**src/rtl/bus_reg_slave.sv**
```systemverilog
// AZPR-style bus slave: decodes a strobe, inserts fixed wait states, then
// completes with a one-cycle active-low ready. Holds a word register file plus a read-only transaction counter.
module bus_reg_slave #(
  parameter int REG_ADDR_W  = 4,
  parameter int WAIT_CYCLES = 2
) (
  input  logic        clk,
  input  logic        reset,
  input  logic        cs_,
  input  logic        as_,
  input  logic        rw,
  input  logic [29:0] addr,
  input  logic [31:0] wr_data,
  output logic [31:0] rd_data,
  output logic        rdy_
);

  localparam int NUM_REGS = 2 ** REG_ADDR_W;
  localparam logic [REG_ADDR_W-1:0] CNT_IDX = '1;
  localparam logic ZERO_WAIT = (WAIT_CYCLES == 0);
  localparam logic [3:0] WAIT_LOAD = ZERO_WAIT ? 4'd0 : 4'(WAIT_CYCLES - 1);

  typedef enum logic [1:0] {
    S_IDLE,
    S_WAIT,
    S_RESP
  } state_t;

  state_t                  state_q,   state_d;
  logic [3:0]              wait_cnt_q, wait_cnt_d;
  logic [REG_ADDR_W-1:0]   idx_q,     idx_d;
  logic                    rw_q,      rw_d;
  logic [31:0]             wr_data_q, wr_data_d;
  logic [31:0]             rd_data_q, rd_data_d;
  logic                    rdy_q,     rdy_d;
  logic [31:0]             xact_cnt_q, xact_cnt_d;
  logic [31:0]             regs_q [NUM_REGS];
  logic [31:0]             regs_d [NUM_REGS];

  logic                    req;
  logic                    complete;
  logic [REG_ADDR_W-1:0]   acc_idx;
  logic                    acc_rw;
  logic [31:0]             acc_wr_data;
  logic                    unused_addr_bits;

  assign req              = !cs_ && !as_;
  assign unused_addr_bits = ^addr[29:REG_ADDR_W];

  // A zero-wait access completes on the accepting edge, so it must use the live inputs.
  assign acc_idx     = (state_q == S_IDLE) ? addr[REG_ADDR_W-1:0] : idx_q;
  assign acc_rw      = (state_q == S_IDLE) ? rw : rw_q;
  assign acc_wr_data = (state_q == S_IDLE) ? wr_data : wr_data_q;

  always_comb begin
    state_d    = state_q;
    wait_cnt_d = wait_cnt_q;
    idx_d      = idx_q;
    rw_d       = rw_q;
    wr_data_d  = wr_data_q;
    rd_data_d  = '0;
    rdy_d      = 1'b1;
    xact_cnt_d = xact_cnt_q;
    regs_d     = regs_q;
    complete   = 1'b0;

    case (state_q)
      S_IDLE: begin
        if (req) begin
          idx_d     = addr[REG_ADDR_W-1:0];
          rw_d      = rw;
          wr_data_d = wr_data;
          if (ZERO_WAIT) begin
            complete = 1'b1;
          end else begin
            state_d    = S_WAIT;
            wait_cnt_d = WAIT_LOAD;
          end
        end
      end
      S_WAIT: begin
        if (!req) begin
          state_d = S_IDLE;
        end else if (wait_cnt_q == 4'd0) begin
          complete = 1'b1;
        end else begin
          wait_cnt_d = wait_cnt_q - 4'd1;
        end
      end
      S_RESP: begin
        state_d = S_IDLE;
      end
      default: begin
        state_d = S_IDLE;
      end
    endcase

    // The counter slot reads the pre-increment count and silently drops writes.
    if (complete) begin
      state_d    = S_RESP;
      rdy_d      = 1'b0;
      xact_cnt_d = xact_cnt_q + 32'd1;
      if (acc_rw) begin
        rd_data_d = (acc_idx == CNT_IDX) ? xact_cnt_q : regs_q[acc_idx];
      end else if (acc_idx != CNT_IDX) begin
        regs_d[acc_idx] = acc_wr_data;
      end
    end
  end

  always_ff @(posedge clk) begin
    if (reset) begin
      state_q    <= S_IDLE;
      wait_cnt_q <= '0;
      idx_q      <= '0;
      rw_q       <= 1'b0;
      wr_data_q  <= '0;
      rd_data_q  <= '0;
      rdy_q      <= 1'b1;
      xact_cnt_q <= '0;
      regs_q     <= '{default: '0};
    end else begin
      state_q    <= state_d;
      wait_cnt_q <= wait_cnt_d;
      idx_q      <= idx_d;
      rw_q       <= rw_d;
      wr_data_q  <= wr_data_d;
      rd_data_q  <= rd_data_d;
      rdy_q      <= rdy_d;
      xact_cnt_q <= xact_cnt_d;
      regs_q     <= regs_d;
    end
  end

  assign rd_data = rd_data_q;
  assign rdy_    = rdy_q;

endmodule

```
**config.mk**
```make
export PLATFORM = sky130hd
export DESIGN_NAME = bus_reg_slave
export DESIGN_NICKNAME = d
export VERILOG_FILES = /design/src/rtl/bus_reg_slave.sv
export SDC_FILE = /design/constraint.sdc
export NUM_CORES = 1
export LEC_CHECK = 0
export CAP_MARGIN = 0
export CORE_ASPECT_RATIO = 0.8
export CORE_MARGIN = 2
export CORE_UTILIZATION = 45
export CTS_BUF_LIST = sky130_fd_sc_hd__clkbuf_8 sky130_fd_sc_hd__clkbuf_16
export CTS_CLUSTER_SIZE = 28
export DETAILED_ROUTE_END_ITERATION = 6
export PLACE_DENSITY = 0.7
export SETUP_SLACK_MARGIN = 0.1
export SLEW_MARGIN = 30
export SYNTH_ARGS = -nofsm -noshare
export SYNTH_HDL_FRONTEND = slang
export SYNTH_SLANG_ARGS = --single-unit
```
**constraint.sdc**
```tcl
create_clock -name clk -period 4.6 [get_ports clk]
set_clock_uncertainty 0.15 [all_clocks]
set_input_delay 0.69 -clock clk [delete_from_list [all_inputs] [get_ports clk]]
set_output_delay 0.69 -clock clk [all_outputs]
set_load 0.02 [all_outputs]
```
# ---- Word-level counts from Yosys, hierarchy flattened
# Cells that the tools add are included.
dict set report op_classes {
  n_bitwise 3
  addsub 2
  n_mux 22
  n_lt_le_gt_ge 2
  n_eq_ne 9
  reduce_logical 14
}
# operator count
set op_table {}
lappend op_table {{$bwmux 512} 1}
lappend op_table {{$mux 32} 5}
lappend op_table {{$bmux 32 s4} 1}
lappend op_table {{$demux 32 s4} 1}
lappend op_table {{$add 32x1->32 const B} 1}
lappend op_table {{$mux 4} 4}
lappend op_table {{$ne 2x2->1 const B} 4}
lappend op_table {{$pmux 4 s2} 1}
lappend op_table {{$mux 2} 3}
lappend op_table {{$ne 3x3->1 const B} 2}
lappend op_table {{$reduce_and 2->1} 3}
lappend op_table {{$ge 5x5->1 const B} 1}
lappend op_table {{$lt 5x1->1 const B} 1}
lappend op_table {{$mux 1} 5}
lappend op_table {{$not 4->5} 1}
lappend op_table {{$eq 4x4->1 const B} 1}
lappend op_table {{$logic_not 4->1} 1}
lappend op_table {{$ne 4x4->1 const B} 1}
lappend op_table {{$pmux 2 s2} 1}
lappend op_table {{$reduce_and 4->1} 1}
lappend op_table {{$sub 4x1->4 const B} 1}
lappend op_table {{$reduce_and 3->1} 1}
lappend op_table {{$reduce_or 3->1} 1}
lappend op_table {{$eq 2x1->1 const B} 1}
lappend op_table {{other kinds (6)} 9}
dict set report totals {
  out_inout_bits 33
  register_bits 620
  inputBits 67
  wordCells 77
}

# ---- Longest topological paths before layout
dict set report logic_depth {
  ltp_word 8
  ltp_mapped 10
  ltp_nobuf 8
}

# ---- Worst setup path after synthesis
# Ideal clock, no wire load.
dict set report synth_path {
  kind {input port to flip-flop}
  startpoint {input as_}
  endpoint {register xact_cnt_q[14]}
  cell_stages 7
  slack_ns 1.918
  n_path_buf 2
  arrival_ns 2.462
  path_cell_list {or3_1 buf_6 or4_4 buf_6 or2_4 or3_1 a21oi_1}
}
dict set report synth_via {
  elab_chain_len 4
}
# item line
set synth_rtl {}
lappend synth_rtl {{from (decl)} 10} ;# input logic as_,
lappend synth_rtl {{$logic_not 1->1} 47} ;# assign req = !cs_ && !as_;
lappend synth_rtl {{$logic_and 1x1->1} 47}
lappend synth_rtl {{$mux 1} 82} ;# if (!req) begin
lappend synth_rtl {{$mux 1} 67} ;# case (state_q)
lappend synth_rtl {{to (signal assigned)} 130} ;# xact_cnt_q <= xact_cnt_d;
lappend synth_rtl {{to (decl)} 36} ;# logic [31:0] xact_cnt_q, xact_cnt_d;
# Every way passes these cells.
# A chain may end at the register's enable or synchronous reset.

# ---- Worst setup path in the final report
dict set report layout_path {
  startpoint {register state_q[0]}
  endpoint {register regs_q[342] (netlist name)}
}
dict set report layout_via {
  elab_chain_len 8
  elab_cells_between_ends 16
  cone_classes {order compare (2); eq/ne (2); mux (7); bitwise (2); reduce/logical (3)}
}
# item line
set layout_rtl {}
lappend layout_rtl {{from (decl)} 29} ;# state_t state_q, state_d;
lappend layout_rtl {{from (signal assigned)} 123} ;# state_q <= state_d;
lappend layout_rtl {{$logic_not 2->1} {51, 52, 53}}
lappend layout_rtl {{$mux 4} 51} ;# assign acc_idx = (state_q == S_IDLE) ? addr[REG_ADDR_W-1:0] : idx_q;
lappend layout_rtl {{$not 4->5 (not written as such)} 106} ;# regs_d[acc_idx] = acc_wr_data;
lappend layout_rtl {{$ge 5x5->1 (not written as such) / $lt 5x1->1 (equally long branches)} 106}
lappend layout_rtl {{$logic_and 1x1->1 (not written as such)} 106}
lappend layout_rtl {{$mux 32 (not written as such)} 106}
lappend layout_rtl {{$demux 32 s4} 106}
lappend layout_rtl {{$bwmux 512} 106}
lappend layout_rtl {{to (signal assigned)} 131} ;# regs_q <= regs_d;
lappend layout_rtl {{to (decl)} 37} ;# logic [31:0] regs_q [NUM_REGS];
# Parallel ways exist; a longest one is shown, timed or not.

==> results.md <==
* Outcome: completed
* Final ANT Viol Nets at 0
* Post_cts resized at 0
* Core Box Area at about 0.051 mm2
* Drt drc at 0
* Pre-CTS setup slack at approximately 0.53 ns
* Critical Path Max Stage Delay at about 0.67 ns
* Final Hold Vio Count at 0
* Number of synthesized flops with an enable pin at 0
* Sequential fraction of the synthesis area at 50.5%
* Mapped Avg Cell Area at 9.06 um2
* Post-route setup TNS at 0 ns
* Mapped Nets at 2,643
* Starting density of the core at a little under half
* Number of synthesis warnings at 0
* Max Cap Violations at 0
* Max Buffers Root-to-Sink at 3
* Rel. slew slack at 33.0%
* Routed WL per cell at 20.8 um
* Critical Path RT at a little under 5 ns
* P_leak at between 0.007 and 0.008 uW
* Yosys top cell area share at around half
* PwrDens at about 390 mW/mm2
* Synth Instances at roughly 2.6k
* Global route hottest layer: met2
* Top post-synthesis cells by area: dfxtp_1 (50%), a211oi_1 (15%), nor2_1 (8.9%), a22oi_1 (7.2%), a21oi_1 (3.6%)
* Post-synth top area cell: dfxtp_1
* Initial antenna violation count at 0
* Setup crit end kind: flop
* Cell Count, Final, Fillers Out at around 3.2k
* Drt pass-1 iters at 7
* Worst min path class: flop to flop
* FF+latch count, synth at approximately 590
* First-pass GRT wire length at ~110,000 um
* Area growth syn-to-layout at 13.6%
* Final setup fails at 0
* Bufs and invs on worst path at 1
* Grt met2 use at about two fifths
* Pins Over Slew Limit at 0
* Htree depth at 2
* Clk sinks at ~600
* Clk_lat worst skew at 0.59 ns
* Vias in the first global route at between 15k and 20k
* DP Wirelength at around 38,000 um
* Met3 Track Usage GR at 2.93%
* Crit path cell chain: nand4bb_1, a2111oi_4, nand2_2, nor2_4, buf_4, nor2_1, a211oi_1
* Worst-Margin Slew at between 0.9 and 1 ns
* Iteration-0 DRC Markers at 2,149
* Synth cell types at 50
* Total power at 10,300 uW
* Crit share post-route at around 80%
* Drt total wl at 67,100 um
* Synth cell count leaders: dfxtp_1 (588), nor2_1 (550), a211oi_1 (480)
* CP Launch Type: flop
* Inserted Clock Buffers at 53
* VDD IR max at 0.000280 V
* Die ar. at between 0.05 and 0.06 mm2
* I/O pins at 100
* Minimum clock period at around 3.6 ns
* Routability congestion estimate at 0.830
* Nets at 2,572
* Detail-routed via count per cell at 6.11
* CTS clk-pin slew, worst paths at ~0.060 ns
* Die height at between 200 and 250 um
* Final WS setup at slightly above 1 ns
* CTS tree: done
* Met1 Usage GRT at between 30% and 40%
* Most frequent cell after synthesis: dfxtp_1
* DP Cell Count at roughly 3.1k
* Core Rows at 74
* RSZ-0062 raised after global routing: no
* Root Buffer: clkbuf_16
* Layout cell share with drive strength beyond 1 at 8.29%
* # hold bufs at CTS at 0
* Cell Area, Synth at roughly 0.023 mm2
* CP Class: flop to flop
* Worst path slowest cell: nor2_4
* Inserted Diodes at 0
* Die X at 258 um
* Cell family with most CP delay: simple AND/OR/NAND/NOR gates
* Port-buffer cells at 73
* Crit path DAT at just under 4 ns
* Worst-path fanout max at 38
* Gr usage total at between 20% and 30%
* Largest net degree at the start of global routing at a little under 200
* Post-CTS Setup Bufs at 0
* Max Freq at around 0.28 GHz
* Overflow after GRT at 0
* Ys async rst share at 0%
* Vias at approximately 20k
* Main synth FF type: dfxtp_1
==> sequential cells by signal (all words and copies together) (netlist names), 2 cells and up <==
register and cells:
regs_q 480, rd_data 32, wr_data_q 32, xact_cnt_q 32
idx_q 4, wait_cnt_q 4, state_q 2
==> power by group <==
group | switching (uW) | internal (uW) | total [uW]
combinational | 456 | 161 | 617
sequential | 17.2 | 5110 | 5130
clock | 1910 | 2630 | 4550
total | 2390 | 7910 | 10300
==> worst register-to-register path, stage by stage (launching register included) <==
cell	delay (ns)
dfxtp_1	0.61
nand4bb_1	0.39
a2111oi_4	0.53
nand2_2	0.24
nor2_4	0.67
buf_4	0.57
nor2_1	0.10
a211oi_1	0.24
==> final cells by class <==
class / count / area [um2]
clock buffer: 74 / 1640
clock inverter: 22 / 178
fill: 4557 / 24600
multi-input combinational: 1700 / 10500
tap: 684 / 856
timing repair buffer: 154 / 1540
inverter: 6 / 22.5
sequential: 588 / 11800
==> final timing paths <==
check	cells after the start	slack, ns	to	start
worst max register to register	7	1.01	regs_q[342]$_SDFFE_PP0P_	state_q[0]$_SDFFE_PP0P_
worst max-delay path	7	1.01	regs_q[342]$_SDFFE_PP0P_	state_q[0]$_SDFFE_PP0P_
worst min register to register	1	0.32	wr_data_q[18]$_SDFFE_PP0P_	wr_data_q[18]$_SDFFE_PP0P_
worst min-delay path	1	0.32	wr_data_q[18]$_SDFFE_PP0P_	wr_data_q[18]$_SDFFE_PP0P_
==> cell families (layout without fill, tap and decap cells) <==
family / after synthesis / count (layout) / share of synthesized area, %
AND/OR/NAND/NOR: 712 / 712 / 13.3
AO/OA/AOI/OAI: 923 / 923 / 28.5
flip-flops: 588 / 588 / 50.5
buffers and inverters: 286 / 256 / 5.14
multiplexers: 33 / 33 / 1.42
adder cells (fa/ha/maj): 2 / 2 / 0.107
XOR/XNOR: 30 / 30 / 1.13
==> layout by cell type, fill, tap and decap left out, types with 5 or more instances in the layout <==
cell	synthesis	layout
dfxtp_1	588	588
nor2_1	550	548
a211oi_1	480	480
a22oi_1	224	224
a21oi_1	167	167
clkdlybuf4s50_1	0	72
buf_4	0	65
clkbuf_16	0	55
nor3_1	39	38
a32o_1	34	34
nor4_1	32	32
xor2_1	25	25
mux2i_1	33	25
nand2_1	20	20
clkbuf_8	0	19
inv_1	6	17
buf_12	0	15
nor2_4	12	13
nand3_1	11	11
nand4_1	7	7
mux2i_2	0	7
clkinv_2	0	6
or3_1	5	5
xnor2_1	5	5
==> per-stage QoR <==
stage               cell area, um2  util (%)  hold WS, ns
global placement             24600      48.2        0.296
finish                       26500      51.8        0.315
global route                 26500      51.8        0.329
CTS                          26500      51.8        0.317
detailed placement           24700      48.2        0.303
floorplan                    23300         -        0.290
==> layer usage <==
layer | vias to the layer above | part of all wire [%]
li1 | 9334 | -
met1 | 9495 | 43
met2 | 751 | 47
met3 | 132 | 6.7
met4 | 0 | 3.5
met5 | - | 0
Power figures use the tool's default switching activity.
